File: config.mk
export PLATFORM = sky130hd
export DESIGN_NAME = score_bcd_keeper
export DESIGN_NICKNAME = d
export VERILOG_FILES = /design/src/rtl/score_bcd_keeper.sv
export SDC_FILE = /design/constraint.sdc
export NUM_CORES = 1
export LEC_CHECK = 0
export BUFFER_PORTS_ARGS = -buffer_cell sky130_fd_sc_hd__buf_2
export CORE_UTILIZATION = 63
export CTS_CLUSTER_SIZE = 12
export DETAILED_ROUTE_END_ITERATION = 7
export PLACE_DENSITY = 0.91
export SLEW_MARGIN = 0
export SYNTH_ARGS = -nofsm -noshare
export SYNTH_HDL_FRONTEND = slang
export SYNTH_SLANG_ARGS = --single-unit
File: constraint.sdc
create_clock -name Clk -period 7.01 [get_ports Clk]
set_input_delay 0.3505 -clock Clk [delete_from_list [all_inputs] [get_ports Clk]]
set_output_delay 0.3505 -clock Clk [all_outputs]
set_load 0.01 [all_outputs]
File: src/rtl/score_bcd_keeper.sv
// BCD score keeper: serial binary-to-BCD conversion of each increment, digit-serial
// BCD add into the running score, high-score tracking with saturation at all-9s,
// and registered active-low 7-segment drive with leading-zero blanking.
module score_bcd_keeper #(
  parameter int unsigned NUM_DIGITS = 4,
  parameter int unsigned AMT_W      = 8
) (
  input  logic                    Clk,
  input  logic                    Reset_n,
  input  logic                    clear,
  input  logic                    add_valid,
  input  logic [AMT_W-1:0]        add_amount,
  output logic                    add_ready,
  output logic                    busy,
  output logic                    saturated,
  output logic                    new_high,
  input  logic                    show_high,
  output logic [4*NUM_DIGITS-1:0] score_bcd,
  output logic [4*NUM_DIGITS-1:0] high_bcd,
  output logic [8*NUM_DIGITS-1:0] seg_out
);

  localparam int unsigned BcdW   = 4 * NUM_DIGITS;
  localparam int unsigned SegW   = 8 * NUM_DIGITS;
  localparam int unsigned CntMax = (AMT_W > NUM_DIGITS) ? AMT_W : NUM_DIGITS;
  localparam int unsigned CntW   = $clog2(CntMax + 1);

  localparam logic [CntW-1:0] ConvLast = CntW'(AMT_W - 1);
  localparam logic [CntW-1:0] AddLast  = CntW'(NUM_DIGITS - 1);
  localparam logic [BcdW-1:0] AllNines = {NUM_DIGITS{4'h9}};
  localparam logic [SegW-1:0] SegReset = {{(NUM_DIGITS - 1){8'hFF}}, 8'hC0};

  function automatic longint unsigned pow10(input int unsigned n);
    longint unsigned r;
    r = 1;
    for (int unsigned k = 0; k < n; k++) begin
      r = r * 10;
    end
    return r;
  endfunction

  // Reject parameter sets where the largest increment cannot be represented in BCD.
  if (NUM_DIGITS < 2 || NUM_DIGITS > 8) begin : g_bad_digits
    $error("score_bcd_keeper: NUM_DIGITS must be in 2..8");
  end
  if (AMT_W < 1 || AMT_W > 16) begin : g_bad_amt_w
    $error("score_bcd_keeper: AMT_W must be in 1..16");
  end
  if (((64'd1 << AMT_W) - 64'd1) >= pow10(NUM_DIGITS)) begin : g_bad_range
    $error("score_bcd_keeper: 2^AMT_W-1 must be below 10^NUM_DIGITS");
  end

  typedef enum logic [1:0] {StIdle, StConv, StAdd, StCommit} state_e;

  state_e            state_q, state_d;
  logic [CntW-1:0]   cnt_q, cnt_d;
  logic [AMT_W-1:0]  amt_q, amt_d;
  logic [BcdW-1:0]   opnd_q, opnd_d;
  logic [BcdW-1:0]   work_q, work_d;
  logic              carry_q, carry_d;
  logic [BcdW-1:0]   score_q, score_d;
  logic [BcdW-1:0]   high_q, high_d;
  logic              sat_q, sat_d;
  logic              new_high_q, new_high_d;
  logic [SegW-1:0]   seg_q, seg_d;

  logic [BcdW-1:0]   dd_adj;
  logic [3:0]        sc_dig;
  logic [3:0]        op_dig;
  logic [4:0]        dsum;
  logic [3:0]        res_dig;
  logic              res_carry;
  logic [BcdW-1:0]   commit_val;

  function automatic logic [7:0] seg_encode(input logic [3:0] d);
    logic [7:0] s;
    case (d)
      4'd0:    s = 8'hC0;
      4'd1:    s = 8'hF9;
      4'd2:    s = 8'hA4;
      4'd3:    s = 8'hB0;
      4'd4:    s = 8'h99;
      4'd5:    s = 8'h92;
      4'd6:    s = 8'h82;
      4'd7:    s = 8'hF8;
      4'd8:    s = 8'h80;
      4'd9:    s = 8'h90;
      default: s = 8'hFF;
    endcase
    return s;
  endfunction

  // Double-dabble correction: add 3 to every operand nibble that is 5 or more.
  always_comb begin
    dd_adj = opnd_q;
    for (int i = 0; i < int'(NUM_DIGITS); i++) begin
      if (opnd_q[4*i +: 4] >= 4'd5) begin
        dd_adj[4*i +: 4] = opnd_q[4*i +: 4] + 4'd3;
      end
    end
  end

  // One BCD digit of score + operand + carry, digit selected by the add counter.
  always_comb begin
    sc_dig = 4'd0;
    op_dig = 4'd0;
    for (int i = 0; i < int'(NUM_DIGITS); i++) begin
      if (cnt_q == CntW'(i)) begin
        sc_dig = score_q[4*i +: 4];
        op_dig = opnd_q[4*i +: 4];
      end
    end
    dsum = {1'b0, sc_dig} + {1'b0, op_dig} + {4'd0, carry_q};
    if (dsum > 5'd9) begin
      res_dig   = 4'(dsum - 5'd10);
      res_carry = 1'b1;
    end else begin
      res_dig   = dsum[3:0];
      res_carry = 1'b0;
    end
    commit_val = carry_q ? AllNines : work_q;
  end

  // Next-state and datapath updates; clear overrides everything except the high score.
  always_comb begin
    state_d    = state_q;
    cnt_d      = cnt_q;
    amt_d      = amt_q;
    opnd_d     = opnd_q;
    work_d     = work_q;
    carry_d    = carry_q;
    score_d    = score_q;
    high_d     = high_q;
    sat_d      = sat_q;
    new_high_d = 1'b0;

    if (clear) begin
      state_d = StIdle;
      score_d = '0;
      sat_d   = 1'b0;
    end else begin
      unique case (state_q)
        StIdle: begin
          // A saturated score swallows the request without starting a conversion.
          if (add_valid && !sat_q) begin
            state_d = StConv;
            amt_d   = add_amount;
            opnd_d  = '0;
            cnt_d   = '0;
          end
        end
        StConv: begin
          opnd_d = {dd_adj[BcdW-2:0], amt_q[AMT_W-1]};
          amt_d  = amt_q << 1;
          if (cnt_q == ConvLast) begin
            state_d = StAdd;
            cnt_d   = '0;
            carry_d = 1'b0;
          end else begin
            cnt_d = cnt_q + 1'b1;
          end
        end
        StAdd: begin
          for (int i = 0; i < int'(NUM_DIGITS); i++) begin
            if (cnt_q == CntW'(i)) begin
              work_d[4*i +: 4] = res_dig;
            end
          end
          carry_d = res_carry;
          if (cnt_q == AddLast) begin
            state_d = StCommit;
            cnt_d   = '0;
          end else begin
            cnt_d = cnt_q + 1'b1;
          end
        end
        StCommit: begin
          score_d = commit_val;
          sat_d   = sat_q | carry_q;
          // BCD digit order preserves numeric order, so a plain compare suffices.
          if (commit_val > high_q) begin
            high_d     = commit_val;
            new_high_d = 1'b1;
          end
          state_d = StIdle;
        end
        default: state_d = StIdle;
      endcase
    end
  end

  // Display encode: blank a digit only while it and every higher digit are zero.
  always_comb begin
    logic [BcdW-1:0] src;
    logic            nz;
    src   = show_high ? high_q : score_q;
    nz    = 1'b0;
    seg_d = '1;
    for (int i = int'(NUM_DIGITS) - 1; i >= 0; i--) begin
      nz = nz | (src[4*i +: 4] != 4'd0);
      if (nz || i == 0) begin
        seg_d[8*i +: 8] = seg_encode(src[4*i +: 4]);
      end else begin
        seg_d[8*i +: 8] = 8'hFF;
      end
    end
  end

  // State and datapath registers.
  always_ff @(posedge Clk or negedge Reset_n) begin
    if (!Reset_n) begin
      state_q    <= StIdle;
      cnt_q      <= '0;
      amt_q      <= '0;
      opnd_q     <= '0;
      work_q     <= '0;
      carry_q    <= 1'b0;
      score_q    <= '0;
      high_q     <= '0;
      sat_q      <= 1'b0;
      new_high_q <= 1'b0;
      seg_q      <= SegReset;
    end else begin
      state_q    <= state_d;
      cnt_q      <= cnt_d;
      amt_q      <= amt_d;
      opnd_q     <= opnd_d;
      work_q     <= work_d;
      carry_q    <= carry_d;
      score_q    <= score_d;
      high_q     <= high_d;
      sat_q      <= sat_d;
      new_high_q <= new_high_d;
      seg_q      <= seg_d;
    end
  end

  // Output drive.
  always_comb begin
    add_ready = (state_q == StIdle) && !clear;
    busy      = (state_q != StIdle);
    saturated = sat_q;
    new_high  = new_high_q;
    score_bcd = score_q;
    high_bcd  = high_q;
    seg_out   = seg_q;
  end

endmodule

==> impl_summary.log <==
INFO  metric fin_setup_tns = 0 ps
INFO  metric routedWlPerCell = 16.9 um
INFO  metric cts_tree = yes
INFO  metric final-setup-viol-count = 0
INFO  metric clock_sink_count = 109
INFO  metric arrival = 4440 ps
INFO  metric worstSkewPairLatency = 380 ps
INFO  metric maxSlewViolCount = 0
INFO  metric run_status = completed
INFO  metric grt_start_max_net_pins = 70
INFO  metric post_synth_instance_area = 0.00649 mm^2
INFO  metric critical_path.cell_chain = inv_1 -> ha_1 -> nand3b_1 -> a21oi_1 -> a21oi_1 -> o21ai_0 -> nand2_1 -> fa_1 -> inv_1 -> fa_1 -> inv_1 -> ha_1 -> nand2b_1 -> a21oi_1 -> nand3_1 -> o32ai_1 -> mux2_2
INFO  metric crit_path_start = cnt_q[1]
INFO  metric max-slew-margin-rel = 36.2%
INFO  metric cts-resized-gates = 0
INFO  metric portBuffers = 76
INFO  metric finish.net_count = 810
INFO  metric wire_length_of_the_first_global_routing_pass = 24,900 um
INFO  metric clk_transition_reported_paths = 100 ps
INFO  metric endpoint_class_of_the_critical_path = register
INFO  metric synthFlopType = sky130_fd_sc_hd__dfrtp_1
INFO  metric design.portCount = 81
INFO  metric syn_avg_cell_area = 9.58 um^2
INFO  metric die-width = 103 um
INFO  metric postRouteWirelength = 14,800 um
INFO  metric dpl_cell_area = 0.00692 mm^2
INFO  metric clock_skew = 14.3 ps
INFO  metric timing.critical_path.from_type = register
INFO  metric max-cap-violations = 0
INFO  metric gr-usage-all-layers = 30.6%
INFO  metric globalRoute.totalOverflow = 0
INFO  metric std_cell_rows = 36
INFO  metric irDropWorstVdd = 175 uV
INFO  metric yosys_register_bits = 109
INFO  metric total_number_of_h_tree_levels = 3
INFO  metric total_power = 1.71 mW
INFO  metric cellPowerDensity = 240 mW/mm^2
INFO  metric synth_cells = 677
INFO  metric slowest_delay = 520 ps
INFO  metric cts-root-buf = sky130_fd_sc_hd__clkbuf_8
INFO  metric hold_ws = 216 ps
INFO  metric core_area = 0.00986 mm^2
INFO  metric final.setup.worst_slack = 2890 ps
INFO  metric synth-edff-count = 0
INFO  metric initial_utilization = 65.8%
INFO  metric timing.fmax = 243 MHz
INFO  metric vias = 5,270
INFO  metric area_growth_from_synthesis_to_layout = 10.1%
INFO  metric n_antenna_cell = 0
INFO  metric met2RoutedLength = 7420 um
INFO  metric floorplan.die.height = 103 um
INFO  metric worst_r2r_startpoint = cnt_q[1]
INFO  metric cts-buffers-inserted = 9
INFO  metric report.final.hold_viol_count = 0
INFO  metric routed_via_density = 6.01
INFO  metric cpMaxStageDelayCell = sky130_fd_sc_hd__o32ai_1
INFO  metric drc_errors = 0
INFO  metric grt_pass1_vias = 5,194
INFO  metric synth.top_cells.by_area = sky130_fd_sc_hd__dfrtp_1 (34%), sky130_fd_sc_hd__ha_1 (11%), sky130_fd_sc_hd__dfstp_2 (8.9%), sky130_fd_sc_hd__mux2i_1 (5.9%), sky130_fd_sc_hd__mux2_2 (4.5%)
INFO  metric dp_slack = 3000 ps
INFO  metric routed-wl-met3 = 789 um
INFO  metric rsz0062_at_grt = false
INFO  metric post-synth-top-area-fraction = 33.6%
INFO  metric detail_route.iter0.violations = 347
INFO  metric final_non_filler_cell_area = 0.00715 mm^2
INFO  metric cts_max_path_buffers = 2
INFO  metric async_reset_ff_share = 100%
INFO  metric worst-endpoint-required = 7330 ps
INFO  metric drive_gt1_share = 19.9%
INFO  metric total_leakage_power = 3.45 nW
INFO  metric period_needed = 4120 ps
INFO  metric number_of_setup_buffers_added_after_cts = 0
INFO  metric route.antenna.remaining_nets = 0
INFO  metric worst_pin_slew = 957 ps
INFO  metric synth_area_leader_cell = sky130_fd_sc_hd__dfrtp_1
INFO  metric synth-seq-area-share = 42.5%
INFO  metric drt_pass1_iterations = 5
INFO  metric uppermost_metal_layer_occupied_by_signal_nets = met4
INFO  metric final.period_utilization = 58.8%
INFO  metric gp_congestion = 0.947
INFO  metric hold_path_class = in2reg
INFO  metric worstHoldStart = add_amount[0]
INFO  metric die_area = 0.0107 mm^2
INFO  metric critical_path.n_buffers_inverters = 3
INFO  metric hpwl = 10,700 um
INFO  metric num-fill-cells = 684
INFO  metric crit_path_max_delay_family = adder cells
INFO  metric critical_setup_path_kind = reg2reg
INFO  metric yosysWarningCount = 0
INFO  metric crit_fanout = 15
INFO  metric met1Wirelength = 6160 um
INFO  metric antenna_found_initial = 0
INFO  metric cts_hold_repair.buffers = 1
INFO  metric ys_types = 56
## cell usage after synthesis, types with 7 or more instances
master                     count
sky130_fd_sc_hd__nand3_1       7
sky130_fd_sc_hd__dfstp_2      22
sky130_fd_sc_hd__nor2b_1      15
sky130_fd_sc_hd__nor2_1       58
sky130_fd_sc_hd__a211oi_1     10
sky130_fd_sc_hd__nand2_1      60
sky130_fd_sc_hd__inv_1        53
sky130_fd_sc_hd__nand2b_1      7
sky130_fd_sc_hd__a21oi_1      48
sky130_fd_sc_hd__o21ai_0      57
sky130_fd_sc_hd__ha_1         56
sky130_fd_sc_hd__dfrtp_1      87
sky130_fd_sc_hd__xnor2_1       8
sky130_fd_sc_hd__nor3_1       13
sky130_fd_sc_hd__mux2i_1      38
sky130_fd_sc_hd__mux2_2       26
sky130_fd_sc_hd__clkbuf_1     22
sky130_fd_sc_hd__nor3b_1      10
## where the power goes
| part | total [mW] | switching [mW] | internal (mW) |
|---|---|---|---|
| Clock | 0.421 | 0.218 | 0.203 |
| Sequential | 0.769 | 0.0522 | 0.716 |
| Combinational | 0.525 | 0.319 | 0.206 |
| Total | 1.71 | 0.589 | 1.13 |
## tightest hold or removal path, cell delays in order
cell                       delay, ps
sky130_fd_sc_hd__buf_2            80
sky130_fd_sc_hd__nand3b_1         70
sky130_fd_sc_hd__nand2_1          70
## path summary, 6_finish.rpt
| check | depth (start not counted) | end | slack, ps |
|---|---|---|---|
| worst min-delay path | 3 | amt_q[0] | 220 |
| worst min register to register | 2 | amt_q[5] | 490 |
| max in group asynchronous | 3 | opnd_q[2] | 5300 |
| worst max register to register | 17 | work_q[14] | 2890 |
| worst max-delay path | 17 | work_q[14] | 2890 |
| min in group asynchronous | 2 | seg_out[5] | 460 |
## flip-flops by register name, summed over array words and instances, names as in the netlist
register,flops
high_bcd,16
new_high,1
amt_q,8
work_q,16
cnt_q,4
opnd_q,16
state_q,2
saturated,1
seg_out,28
carry_q,1
score_bcd,16
## kinds of logic after synthesis
| logic type | share of synthesized area [%] |
|---|---|
| AND/OR/NAND/NOR | 14.4 |
| buffers and inverters | 5.26 |
| AO/OA/AOI/OAI | 14.7 |
| multiplexers | 10.6 |
| XOR/XNOR | 1.08 |
| other | 0.0578 |
| adder cells (fa/ha/maj) | 11.4 |
| flip-flops | 42.5 |
## final cells by class
class,count,area (um^2),area share (%)
clock buffers,11,131,1.84
clock inverters,5,83.8,1.17
inverters,53,199,2.78
multi-input cells,487,3400,47.6
flip-flops and latches,109,2760,38.6
well taps,133,166,2.33
repair buffers,79,408,5.71
## layer usage
| layer | track usage, % | up-vias |
|---|---|---|
| li1 | - | 2456 |
| met1 | 37.0 | 2560 |
| met2 | 51.9 | 207 |
| met3 | 6.05 | 47 |
| met4 | 15.7 | 0 |
| met5 | 0 | - |
## cell usage in the layout, fill, tap and decap left out, types with 26 or more instances in the layout
cell type                  n
sky130_fd_sc_hd__mux2_2   26
sky130_fd_sc_hd__o21ai_0  57
sky130_fd_sc_hd__dfrtp_1  87
sky130_fd_sc_hd__nor2_1   58
sky130_fd_sc_hd__a21oi_1  48
sky130_fd_sc_hd__buf_2    75
sky130_fd_sc_hd__inv_1    53
sky130_fd_sc_hd__mux2i_1  38
sky130_fd_sc_hd__nand2_1  60
sky130_fd_sc_hd__ha_1     56
## metrics by stage
stage          std cells  utilization [%]
4_1_cts              877             72.5
5_1_grt              877             72.5
6_report             877             72.5
3_5_place_dp         860             70.2
2_1_floorplan        680                -
3_3_place_gp         860             70.2
(Power assumes the default switching activity.)
